--- config.mk ---
export PLATFORM = sky130hd
export DESIGN_NAME = out_pixel_packer
export DESIGN_NICKNAME = d
export VERILOG_FILES = /design/src/rtl/out_pixel_packer.sv
export SDC_FILE = /design/constraint.sdc
export NUM_CORES = 1
export LEC_CHECK = 0
export BUFFER_PORTS_ARGS = -buffer_cell sky130_fd_sc_hd__buf_2
export CORE_ASPECT_RATIO = 1.25
export CORE_MARGIN = 8
export CORE_UTILIZATION = 51
export CTS_BUF_LIST = sky130_fd_sc_hd__clkbuf_4 sky130_fd_sc_hd__clkbuf_8
export CTS_CLUSTER_DIAMETER = 60
export CTS_CLUSTER_SIZE = 12
export DETAILED_ROUTE_END_ITERATION = 10
export PLACE_DENSITY_LB_ADDON = 0.15
export SLEW_MARGIN = 10
export SYNTH_ARGS = -nofsm -noshare
export SYNTH_HDL_FRONTEND = slang
export SYNTH_SLANG_ARGS = --single-unit
--- constraint.sdc ---
create_clock -name clk -period 7.7 [get_ports clk]
set_clock_uncertainty 0.2 [all_clocks]
set_input_delay 0 -clock clk [delete_from_list [all_inputs] [get_ports clk]]
set_output_delay 0 -clock clk [all_outputs]
set_load 0.05 [all_outputs]
--- src/rtl/out_pixel_packer.sv ---
// Output pixel packer: merges the byte-wide pixel write stream of the bilinear
// core into 32-bit little-endian words with byte enables, buffers them in a
// first-word-fall-through FIFO and hands them to the memory port over
// valid/ready. End of frame flushes the partial word, drains, and pulses flushed.
module out_pixel_packer #(
    parameter int FIFO_DEPTH = 8,
    parameter int CNT_W      = 16
) (
    input  logic             clk,
    input  logic             rst_n,
    input  logic             clear,
    input  logic             pix_valid,
    input  logic [31:0]      pix_addr,
    input  logic [7:0]       pix_data,
    input  logic             frame_done,
    output logic             mem_valid,
    input  logic             mem_ready,
    output logic [31:0]      mem_addr,
    output logic [31:0]      mem_wdata,
    output logic [3:0]       mem_be,
    output logic             busy,
    output logic             flushed,
    output logic             overflow,
    output logic [CNT_W-1:0] words_written
);

    localparam int AW = $clog2(FIFO_DEPTH);
    localparam logic [AW:0] DEPTH_C = (AW+1)'(FIFO_DEPTH);

    typedef enum logic [1:0] {
        S_IDLE  = 2'd0,
        S_RUN   = 2'd1,
        S_DRAIN = 2'd2
    } state_t;

    // Place one byte into its lane of a word.
    function automatic logic [31:0] merge_byte(input logic [31:0] word,
                                               input logic [1:0]  lane,
                                               input logic [7:0]  b);
        logic [31:0] r;
        r = word;
        case (lane)
            2'd0:    r[7:0]   = b;
            2'd1:    r[15:8]  = b;
            2'd2:    r[23:16] = b;
            2'd3:    r[31:24] = b;
            default: r = word;
        endcase
        return r;
    endfunction

    // One-hot byte enable for a lane.
    function automatic logic [3:0] lane_be(input logic [1:0] lane);
        logic [3:0] r;
        case (lane)
            2'd0:    r = 4'b0001;
            2'd1:    r = 4'b0010;
            2'd2:    r = 4'b0100;
            2'd3:    r = 4'b1000;
            default: r = 4'b0000;
        endcase
        return r;
    endfunction

    state_t            state_q, state_d;
    logic              fd_q;
    logic              acc_valid_q, acc_valid_d;
    logic [29:0]       acc_word_q, acc_word_d;
    logic [31:0]       acc_data_q, acc_data_d;
    logic [3:0]        acc_be_q, acc_be_d;
    logic              flushed_q, flushed_d;
    logic              overflow_q, overflow_d;
    logic [CNT_W-1:0]  words_q;

    logic [29:0]       fifo_addr_q [FIFO_DEPTH];
    logic [31:0]       fifo_data_q [FIFO_DEPTH];
    logic [3:0]        fifo_be_q   [FIFO_DEPTH];
    logic [AW-1:0]     wr_ptr_q, rd_ptr_q;
    logic [AW:0]       count_q;

    logic fd_rise_s, accept_s, same_word_s, push_s, we_s, pop_s, full_s, empty_s;

    assign fd_rise_s   = frame_done & ~fd_q;
    assign accept_s    = pix_valid & (state_q != S_DRAIN);
    assign same_word_s = (acc_word_q == pix_addr[31:2]);
    assign empty_s     = (count_q == {(AW+1){1'b0}});
    assign full_s      = (count_q == DEPTH_C);
    assign pop_s       = ~empty_s & mem_ready;
    // A push into a full FIFO is only lost if nothing leaves in the same cycle.
    assign we_s        = push_s & (~full_s | pop_s);

    // Next-state for the FSM, accumulator, flush pulse and sticky overflow.
    always_comb begin
        state_d     = state_q;
        acc_valid_d = acc_valid_q;
        acc_word_d  = acc_word_q;
        acc_data_d  = acc_data_q;
        acc_be_d    = acc_be_q;
        push_s      = 1'b0;
        flushed_d   = 1'b0;
        overflow_d  = overflow_q;

        case (state_q)
            S_IDLE: begin
                if (pix_valid) begin
                    state_d = fd_rise_s ? S_DRAIN : S_RUN;
                end else if (fd_rise_s) begin
                    flushed_d = 1'b1;
                end else begin
                    state_d = S_IDLE;
                end
            end
            S_RUN: begin
                if (fd_rise_s) begin
                    state_d = S_DRAIN;
                end else begin
                    state_d = S_RUN;
                end
            end
            S_DRAIN: begin
                if (!acc_valid_q && empty_s) begin
                    flushed_d = 1'b1;
                    state_d   = S_IDLE;
                end else begin
                    state_d = S_DRAIN;
                end
            end
            default: state_d = S_IDLE;
        endcase

        if (accept_s) begin
            if (acc_valid_q && same_word_s) begin
                acc_data_d = merge_byte(acc_data_q, pix_addr[1:0], pix_data);
                acc_be_d   = acc_be_q | lane_be(pix_addr[1:0]);
            end else begin
                // Different word (or empty accumulator): retire the old word, start a new one.
                push_s      = acc_valid_q;
                acc_valid_d = 1'b1;
                acc_word_d  = pix_addr[31:2];
                acc_data_d  = merge_byte(32'h0000_0000, pix_addr[1:0], pix_data);
                acc_be_d    = lane_be(pix_addr[1:0]);
            end
        end else if (acc_valid_q && ((acc_be_q == 4'hF) || (state_q == S_DRAIN))) begin
            push_s      = 1'b1;
            acc_valid_d = 1'b0;
        end else begin
            acc_valid_d = acc_valid_q;
        end

        if ((pix_valid && (state_q == S_DRAIN)) || (push_s && full_s && !pop_s)) begin
            overflow_d = 1'b1;
        end else begin
            overflow_d = overflow_q;
        end
    end

    // Control registers: FSM, edge detector, accumulator, flags, counters, pointers.
    always_ff @(posedge clk or negedge rst_n) begin
        if (!rst_n) begin
            state_q     <= S_IDLE;
            fd_q        <= 1'b0;
            acc_valid_q <= 1'b0;
            acc_word_q  <= 30'd0;
            acc_data_q  <= 32'd0;
            acc_be_q    <= 4'd0;
            flushed_q   <= 1'b0;
            overflow_q  <= 1'b0;
            words_q     <= {CNT_W{1'b0}};
            wr_ptr_q    <= {AW{1'b0}};
            rd_ptr_q    <= {AW{1'b0}};
            count_q     <= {(AW+1){1'b0}};
        end else if (clear) begin
            state_q     <= S_IDLE;
            fd_q        <= 1'b0;
            acc_valid_q <= 1'b0;
            acc_word_q  <= 30'd0;
            acc_data_q  <= 32'd0;
            acc_be_q    <= 4'd0;
            flushed_q   <= 1'b0;
            overflow_q  <= 1'b0;
            words_q     <= {CNT_W{1'b0}};
            wr_ptr_q    <= {AW{1'b0}};
            rd_ptr_q    <= {AW{1'b0}};
            count_q     <= {(AW+1){1'b0}};
        end else begin
            state_q     <= state_d;
            fd_q        <= frame_done;
            acc_valid_q <= acc_valid_d;
            acc_word_q  <= acc_word_d;
            acc_data_q  <= acc_data_d;
            acc_be_q    <= acc_be_d;
            flushed_q   <= flushed_d;
            overflow_q  <= overflow_d;
            if (we_s) begin
                wr_ptr_q <= wr_ptr_q + AW'(1'b1);
            end
            if (pop_s) begin
                rd_ptr_q <= rd_ptr_q + AW'(1'b1);
                words_q  <= words_q + CNT_W'(1'b1);
            end
            case ({we_s, pop_s})
                2'b10:   count_q <= count_q + (AW+1)'(1'b1);
                2'b01:   count_q <= count_q - (AW+1)'(1'b1);
                default: count_q <= count_q;
            endcase
        end
    end

    // FIFO storage; contents are only observable through a valid head entry.
    always_ff @(posedge clk) begin
        if (we_s) begin
            fifo_addr_q[wr_ptr_q] <= acc_word_q;
            fifo_data_q[wr_ptr_q] <= acc_data_q;
            fifo_be_q[wr_ptr_q]   <= acc_be_q;
        end
    end

    assign mem_valid     = ~empty_s;
    assign mem_addr      = empty_s ? 32'd0 : {fifo_addr_q[rd_ptr_q], 2'b00};
    assign mem_wdata     = empty_s ? 32'd0 : fifo_data_q[rd_ptr_q];
    assign mem_be        = empty_s ? 4'd0  : fifo_be_q[rd_ptr_q];
    assign busy          = (state_q != S_IDLE) | ~empty_s;
    assign flushed       = flushed_q;
    assign overflow      = overflow_q;
    assign words_written = words_q;

endmodule

; ---- Yosys cells after proc, flatten, opt, wreduce, memory -nomap -nowiden
; Memories as Yosys holds them, arrays and structs flattened.
; Index checks and enable logic that the tools add are counted.
[totals]
mem_count = 3
output_inout_bits = 88
wordCells = 131
regBits = 98
ram_bits = 528
input_bits = 46
[op_classes]
n_reduce_logical = 26
eq_ne = 18
n_addsub = 5
bitwise_logic = 10
muxes = 54
[mem_list]
columns = name, words, width, rd, rd_clocked_by_memory_dff, wr, line
row1 = fifo_data_q, 8, 32, 1, 0, 1, 76  ; logic [31:0] fifo_data_q [FIFO_DEPTH];
row2 = fifo_addr_q, 8, 30, 1, 0, 1, 75  ; logic [29:0] fifo_addr_q [FIFO_DEPTH];
row3 = fifo_be_q, 8, 4, 1, 0, 1, 77  ; logic [3:0] fifo_be_q [FIFO_DEPTH];
[ops]
columns = cell, count
row1 = 2-to-1 mux 32 bit, 5
row2 = 2-to-1 mux 30 bit, 3
row3 = 2-to-1 mux 8 bit, 8
row4 = 2-to-1 mux 16 bit, 2
row5 = == test 30 bit, 1
row6 = 2-to-1 mux 4 bit, 7
row7 = adder 16 x 1 -> 16 bit (second input constant), 1
row8 = 2-to-1 mux 1 bit, 16
row9 = case mux 4 bit (4 select lines), 1
row10 = 2-to-1 mux 3 bit, 4
row11 = inequality test 3 x 2 -> 1 bit (second input constant), 4
row12 = AND reduction 2 bit, 6
row13 = 2-to-1 mux 2 bit, 5
row14 = nonzero test 2 bit, 5
row15 = == test 2 bit (second input constant), 4
row16 = == test 4 bit (second input constant), 2
row17 = case mux 4 bit (2 select lines), 1
row18 = adder 3 x 1 -> 3 bit (second input constant), 2
row19 = == test 2 x 1 -> 1 bit (second input constant), 3
row20 = logical AND 1 bit, 6
row21 = case mux 2 bit (3 select lines), 1
row22 = nonzero test 3 bit, 2
row23 = adder 4 x 1 -> 4 bit (second input constant), 1
row24 = bitwise AND 1 bit, 4
row25 = 12 further kinds, 19

; ---- Longest topological paths before layout
; Gate-level depths: netlist (run 1).
[logic_depth]
ltp_word = 10
depth_mapped = 12

; ---- Worst setup path after synthesis (run 1)
; No wires, ideal clock.
[synth_path]
path_kind = flip-flop to flip-flop
start = register acc_word_q[22]
end = memory fifo_addr_q[1][0] (enable)
synth_period_minus_slack_ns = 6.752
arrival_time_ns = 5.981
setup_slack_ns = 0.948
setup_time_ns = 0.571
stages_incl_launch_ff = 8
path_cell_list = dfrtp_1 > xor2_1 > nor4_4 > nand4_4 > o21a_1 > clkbuf_1 > nand3_1 > nor3_1
[synth_between]
elab_chain_cells = 7
[synth_rtl]
columns = item, line
row1 = start: declaration, 68  ; logic [29:0] acc_word_q, acc_word_d;
row2 = start signal: assignment, 189  ; acc_word_q <= acc_word_d;
row3 = == test 30 bit, 85  ; assign same_word_s = (acc_word_q == pix_addr[31:2]);
row4 = logical AND 1 bit, 132  ; if (acc_valid_q && same_word_s) begin
row5 = 2-to-1 mux 1 bit, 132
row6 = 2-to-1 mux 1 bit, 131  ; if (accept_s) begin
row7 = bitwise AND 1 bit, 90  ; assign we_s = push_s & (~full_s | pop_s);
row8 = 2-to-1 mux 1 bit, 211  ; if (we_s) begin
row9 = 2-to-1 mux 1 bit (not written as such), 212  ; fifo_addr_q[wr_ptr_q] <= acc_word_q;
row10 = end: declaration, 75
; Every way passes these cells.

; ---- Final worst setup path (run 1)
[layout_path]
start = register acc_word_q[4]
end = memory fifo_data_q[5][0] (enable)
[layout_between]
elab_chain_cells = 7
[layout_rtl]
columns = item, line
row1 = == test 30 bit, 85
row2 = logical AND 1 bit, 132
row3 = 2-to-1 mux 1 bit, 132
row4 = 2-to-1 mux 1 bit, 131
row5 = bitwise AND 1 bit, 90
row6 = 2-to-1 mux 1 bit, 211
row7 = 2-to-1 mux 1 bit (not written as such), 213  ; fifo_data_q[wr_ptr_q] <= acc_data_q;
row8 = end: declaration, 76
; Every way passes these cells.

==> key figures, run 1 <==
STA
  – Fin worst setup slack: 3.38 ns
  – RSZ-0062 raised after global routing: false
  – Hold Violations, Final: 0
  – Final min period: 4.32 ns
  – Fmax: 232 MHz
  – Setup TNS: 0 ns
  – Worst Max-Slew Pin Slew: 1.11 ns
  – Period utilisation layout: 0.561
  – Max-slew violations: 0
  – Slew margin rel.: 0.258
  – Final setup vio count: 0

Clock network
  – CTS max path bufs: 3
  – Worst-path clk slew: 0.08 ns
  – CTS tree: yes
  – Root Driver: clkbuf_8
  – H-tree depth: 2
  – Sink Count: 626
  – CTS Buf Count: 58
  – Number of post-CTS setup repair buffers: 0
  – Clk Latency, worst-skew pair: 0.68 ns

Drt
  – Met1 Wirelength: 22800 microns
  – Initial DRC Count: 712
  – 1st-pass router iterations: 5
  – Final wirelength: 54800 microns
  – Average wire per standard cell: 24.9 microns
  – Antenna Violating Nets Remaining: 0
  – Met2 wire length: 27900 microns
  – Total number of vias: 12800
  – Highest routed layer: met4
  – DRC: 0
  – Vias/cell: 5.81
  – Met3 Routed Length: 2790 microns

Synth
  – Count of different cell masters after synthesis: 52
  – Synthesized netlist cell count: 1276
  – Synth Register Bits: 626
  – Prevailing post-synth register cell: edfxtp_1
  – Seq/Total Area, Yosys: 0.738
  – EDFF count, synth: 528
  – Syn. warnings: 0
  – Post-synth ARST share: 0.157
  – Cell Area, Synth: 24800 sq um
  – Avg Cell Area, Syn: 19.5 sq um

Floorplan
  – Num rows: 90
  – Number of I/O pins: 134
  – Die ar.: 56000 sq um
  – Placeable core area: 48200 sq um
  – Die Span Y: 263 microns
  – Die width: 213 microns
  – Starting Density: 0.515

Worst setup path
  – CP peak stage delay: 0.86 ns
  – Startpoint Class: register
  – CP endpoint kind: register
  – Crit-path slowest cell: nor2_4
  – Critical Path RT: 7.79 ns
  – Worst Setup Path Type: reg -> reg
  – CP Cell Sequence: xor2_1 > nor4_4 > nand4_4 > o21a_1 > nand3_1 > nor2_4 > buf_4
  – Crit-path max FO: 43
  – CP arrival: 4.41 ns

Placement
  – Hpwl dp: 29900 microns
  – Port Buffer Count: 131
  – Pre-CTS WS: 3.36 ns
  – Final Wtd Congestion: 0.701
  – Dpl cell area: 26200 sq um

Layout
  – Layout area overhead: 14.1%
  – Share of cells above drive strength 1: 0.273
  – Commonest non-fill, non-tap cell in the layout: edfxtp_1
  – Commonest non-fill, non-tap cells in the layout: 528 x edfxtp_1, 132 x mux4_2, 130 x buf_2, 95 x dfrtp_1, 93 x nor2_1
  – Nets: 1557
  – Fillers: 3688
  – Fin area: 28300 sq um

GRT
  – Initial antenna violation count: 1
  – GRT overflow: 0
  – Vias in the first global route: 13600
  – Pin count of the biggest net entering global routing: 117
  – First-pass GRT wire length: 84000 microns
  – GRT Overall Usage: 0.199

Flow run
  – MaxCap Viol Count: 0

Power and ir drop
  – Worst vdd ir: 0.315 mV
  – Leakage: 0.0100 uW
  – PD cells: 291 nW/um^2

Status
  – Status: completed

Hold path
  – Hold WC Path Type: in -> reg
stage by stage:
stage               utilization  std cells  power (uW)  hold slack, ns
global route              0.588       2198        8600           0.105
floorplan                     -       1277        5680          -0.496
global placement          0.544       2001        6310         -0.0926
detailed placement        0.544       2001        6320         -0.0903
finish                    0.588       2198        8250          0.0895
CTS                       0.587       2197        8360          0.0275
power by group:
| part | switching (uW) | total (uW) | internal [uW] |
|---|---|---|---|
| Sequential | 104 | 3870 | 3760 |
| Clock | 1080 | 2020 | 941 |
| Combinational | 1720 | 2370 | 652 |
| Total | 2900 | 8250 | 5350 |
routing by layer:
layer  GRT usage  up-vias
li1            -     5572
met1       0.267     6774
met2       0.334      345
met3      0.0320       80
met4      0.0545        0
met5           0        -
state kept, by name, summed over array words and instances (netlist names):
register	count
rd_ptr_q	3
acc_data_q	32
acc_be_q	4
acc_valid_q	1
words_written	16
count_q	4
acc_word_q	30
fifo_data_q	256
state_q	2
fifo_be_q	32
wr_ptr_q	3
overflow	1
fd_q	1
flushed	1
fifo_addr_q	240
cells in the mapped netlist, drive strengths merged, types with 5 or more instances:
library cell	number	area share
nor3	8	0.0016
nand3	12	0.0024
and3	5	0.0013
buf	31	0.0064
dfrtp	98	0.099
edfxtp	528	0.64
clkbuf	40	0.0060
mux4	132	0.12
o21a	6	0.0030
nor4b	33	0.012
o21ai	10	0.0022
nor4	9	0.0049
nand4	10	0.0031
ha	5	0.0025
a22o	30	0.011
nor2	99	0.015
a21o	34	0.010
nand2	20	0.0030
nand2b	8	0.0020
xor2	43	0.015
a21oi	11	0.0022
mux2i	67	0.027
or3	5	0.0013
nor2b	5	0.0013
critical path, delay by kind of cell (launching register included):
kind | cells | cell delay, ns
DFF | 1 | 0.51
buffers and inverters | 1 | 0.78
xor gates and xnor gates | 1 | 0.46
and+or+nand+nor | 4 | 1.56
AOI/OAI and AO/OA | 1 | 0.38
what timing repair did:
item	4_1_cts	5_1_grt
endpoints found under the hold margin	196	0
gates resized for setup	0	0
hold buffers	88	0
logic make-up after synthesis:
family / synth area share
mux: 0.148
flops: 0.738
compound gates: 0.0311
buf+inv: 0.0129
other cells: 0.000151
simple gates: 0.0502
xor+xnor: 0.0166
fa+ha+maj: 0.00333
final timing paths:
path | depth (start not counted) | start | end | slack [ns]
setup / recovery | 7 | acc_word_q[4] | fifo_data_q[5][0] | 3.38
hold / removal | 4 | mem_ready | count_q[0] | 0.09
setup reg to reg | 7 | acc_word_q[4] | fifo_data_q[5][0] | 3.38
hold reg to reg | 1 | state_q[0] | flushed | 0.35
max in group asynchronous | 4 | rst_n | acc_word_q[1] | 6.38
min in group asynchronous | 4 | rst_n | acc_word_q[19] | 0.23
area by class of cell:
type / instances / area [sq um] / area share
Clock inverter: 3 / 28.8 / 0.00102
Tap cell: 644 / 806 / 0.0285
Inverter: 3 / 11.3 / 0.000398
Sequential cell: 626 / 18300 / 0.647
Antenna cell: 1 / 2.50 / 0.0000884
Multi-Input combinational cell: 577 / 6270 / 0.222
Clock buffer: 105 / 1160 / 0.0409
Timing Repair Buffer: 239 / 1720 / 0.0607
Note: power is estimated with default switching activity, not from simulation.
==> run 2, diff against run 1 <==
--- a/config.mk
+++ b/config.mk
@@ -5,6 +5,7 @@
 export SDC_FILE = /design/constraint.sdc
 export NUM_CORES = 1
 export LEC_CHECK = 0
+export ABC_AREA = 1
 export BUFFER_PORTS_ARGS = -buffer_cell sky130_fd_sc_hd__buf_2
 export CORE_ASPECT_RATIO = 1.25
 export CORE_MARGIN = 8
==> constraint.sdc (replaced) <==
create_clock -name clk -period 3.6 [get_ports clk]
set_clock_uncertainty 0.2 [all_clocks]
set_input_delay 0 -clock clk [delete_from_list [all_inputs] [get_ports clk]]
set_output_delay 0 -clock clk [all_outputs]
set_load 0.05 [all_outputs]
==> run 2 against run 1 <==
Sequential power increased by 110%. Worst setup slack worse by 3.2 ns. Non-clock buffer count rose by 19. Flip-flop and latch count unchanged. Synthesized area is 2.1% higher. Clock power rose by 120%. Hold slack gained 0.015 ns. Critical path type is now reg -> out. Highest routed layer unchanged.
==> key figures, run 2 <==
Status
  – Status: completed

Clock network
  – CTS tree: yes
  – H-tree depth: 2
  – Number of post-CTS setup repair buffers: 0
  – Root Driver: clkbuf_8
  – Sink Count: 626
  – CTS max path bufs: 3
  – Worst-path clk slew: 0.08 ns
  – Clk Latency, worst-skew pair: 0.69 ns
  – CTS Buf Count: 58

STA
  – RSZ-0062 raised after global routing: false
  – Final setup vio count: 0
  – Max-slew violations: 0
  – Fmax: 290 MHz
  – Worst Max-Slew Pin Slew: 1.02 ns
  – Final min period: 3.44 ns
  – Period utilisation layout: 0.957
  – Hold Violations, Final: 0
  – Slew margin rel.: 0.317

Synth
  – Compound-gate portion of the synthesized area: 0.112
  – Post-synth ARST share: 0.157
  – Count of different cell masters after synthesis: 39
  – Seq/Total Area, Yosys: 0.722
  – Cell Area, Synth: 25300 sq um
  – Simple-Gate Fraction of Synth Area: 0.121
  – Share of the synthesized area in the top cell type: 0.626
  – Prevailing post-synth register cell: edfxtp_1
  – Post-synthesis mux area share: 0
  – Synth Register Bits: 626
  – Avg Cell Area, Syn: 11.9 sq um
  – Adder-Cell Fraction of Synth Area: 0.00326
  – EDFF count, synth: 528
  – Xor/xnor share of the synthesized area: 0.00622
  – Synth cell count leaders: 528 x edfxtp_1, 449 x nor2_1, 341 x o21ai_0, 160 x nand2_1, 104 x nand3_1
  – Dominant cell type by area after synthesis: edfxtp_1
  – Most common cell in the netlist: edfxtp_1
  – Largest family of logic cells by synthesized area: simple AND/OR/NAND/NOR gates
  – Synthesized netlist cell count: 2136
  – Top post-synthesis cells by area: edfxtp_1 63%, dfrtp_1 9.7%, o21ai_0 6.7%, nor2_1 6.7%, nand2_1 2.4%
  – Syn. warnings: 0

Worst setup path
  – Startpoint Class: register
  – CP arrival: 3.24 ns
  – Crit-path max FO: 70
  – Crit path buf inv count: 3
  – CP endpoint kind: primary output
  – Top delay family on crit path: buffers and inverters
  – Critical Path RT: 3.40 ns
  – Crit-path slowest cell: dfrtp_4
  – Worst Setup Path Type: reg -> out
  – CP peak stage delay: 0.62 ns
  – CP Cell Sequence: inv_6 > buf_12 > nor2_1 > o22ai_1 > o21ai_0 > a31oi_1 > buf_2
  – Worst reg-to-reg setup slack: 0.26 ns

Drt
  – 1st-pass router iterations: 5
  – Initial DRC Count: 1230
  – DRC: 0
  – Antenna Violating Nets Remaining: 0
  – Final wirelength: 64000 microns
  – Vias/cell: 5.70
  – Average wire per standard cell: 21.1 microns
  – Total number of vias: 17200

Layout
  – Final non-filler cell total: 3028
  – Commonest non-fill, non-tap cells in the layout: 528 x edfxtp_1, 440 x nor2_1, 341 x o21ai_0, 159 x nand2_1, 130 x buf_2
  – Max reg flops: 256
  – Largest regs: fifo_data_q: 256 flops, fifo_addr_q: 240 flops
  – Share of cells above drive strength 1: 0.141
  – Biggest register: fifo_data_q
  – Nets: 2380
  – Layout area overhead: 14.3%
  – Fin util: 0.589
  – Commonest non-fill, non-tap cell in the layout: edfxtp_1

Floorplan
  – Starting Density: 0.515
  – Placeable core area: 49200 sq um
  – Die Span Y: 265 microns
  – Die width: 215 microns
  – Number of I/O pins: 134
  – Num rows: 91
  – Die ar.: 57100 sq um

GRT
  – GRT overflow: 0
  – GRT Overall Usage: 0.220
  – M3 GR Usage: 0.0338
  – Met1 Track Usage GR: 0.285
  – First-pass GRT wire length: 98900 microns
  – Most Crowded Layer GR: met2
  – Initial antenna violation count: 1
  – Pin count of the biggest net entering global routing: 99
  – Met2 Usage GRT: 0.381
  – Vias in the first global route: 17200

Power and ir drop
  – Worst vdd ir: 0.526 mV
  – Leakage: 0.0107 uW
  – PD cells: 671 nW/um^2

Placement
  – Hpwl dp: 36100 microns
  – Final Wtd Congestion: 0.812
  – Port Buffer Count: 131
  – Placed cell count: 2835

Flow run
  – MaxCap Viol Count: 0

Hold path
  – Hold WC Path Type: in -> reg
[run 2: cell type report]
class	count	area, sq um
sequential	626	18300
fill	4043	20200
inverter	86	338
multi-input combinational	1298	6220
timing repair buffer	258	2060
clock buffer	103	1140
tap	651	815
antenna	2	5.00
clock inverter	4	57.6
[run 2: path summary, 6_finish.rpt]
path,start,end,cells after the start
max,rd_ptr_q[0],mem_addr[31],7
min,mem_ready,rd_ptr_q[0],5
max reg2reg,state_q[1],acc_data_q[24],11
min reg2reg,fd_q,state_q[0],2
max in group asynchronous,rst_n,acc_word_q[20],4
min in group asynchronous,rst_n,count_q[1],4
[run 2: what timing repair did]
| item | CTS | global route |
|---|---|---|
| gates resized for setup | 0 | 6 |
| hold endpoints to repair | 196 | 0 |
| endpoints found under the setup margin | 0 | 2 |
| hold buffers | 85 | 0 |
[run 2: where the power goes]
group	internal (uW)	total (uW)	switching [uW]
clock	2060	4410	2350
combinational	1640	6740	5100
sequential	8050	8290	234
total	11700	19400	7680
[run 2: logic make-up after synthesis]
logic type / count (synthesis)
buffers and inverters: 213
AO/OA/AOI/OAI: 521
AND/OR/NAND/NOR: 751
other: 1
XOR/XNOR: 18
adder cells (fa/ha/maj): 6
flip-flops: 626
[run 2: through the flow]
stage | power (uW) | area [sq um] | setup slack (ns) | hold slack [ns] | TNS (ns)
final | 19400 | 29000 | 0.156 | 0.105 | 0
after detailed placement | 15100 | 26900 | 0.474 | -0.0593 | 0
after floorplan | 13200 | 25400 | -0.0716 | -0.496 | -33.29
after global routing | 20400 | 29000 | 0.0134 | 0.130 | 0
after CTS | 19600 | 28900 | 0.0333 | 0.0417 | 0
after global placement | 15100 | 26900 | 0.552 | -0.0555 | 0
[run 2: worst min-delay path: stages]
cell and delay, ns:
dlygate4sd3_1 0.51, buf_2 0.12, nand2_4 0.10, nand2_2 0.12
o21ai_0 0.08
[run 2: routing by layer]
layer | share of wire | vias to the layer above | routed length, microns
met5 | 0 | - | 0
met4 | 0.027 | 0 | 1760
met3 | 0.065 | 118 | 4140
met2 | 0.50 | 596 | 31900
met1 | 0.41 | 8522 | 26200
li1 | - | 8011 | -
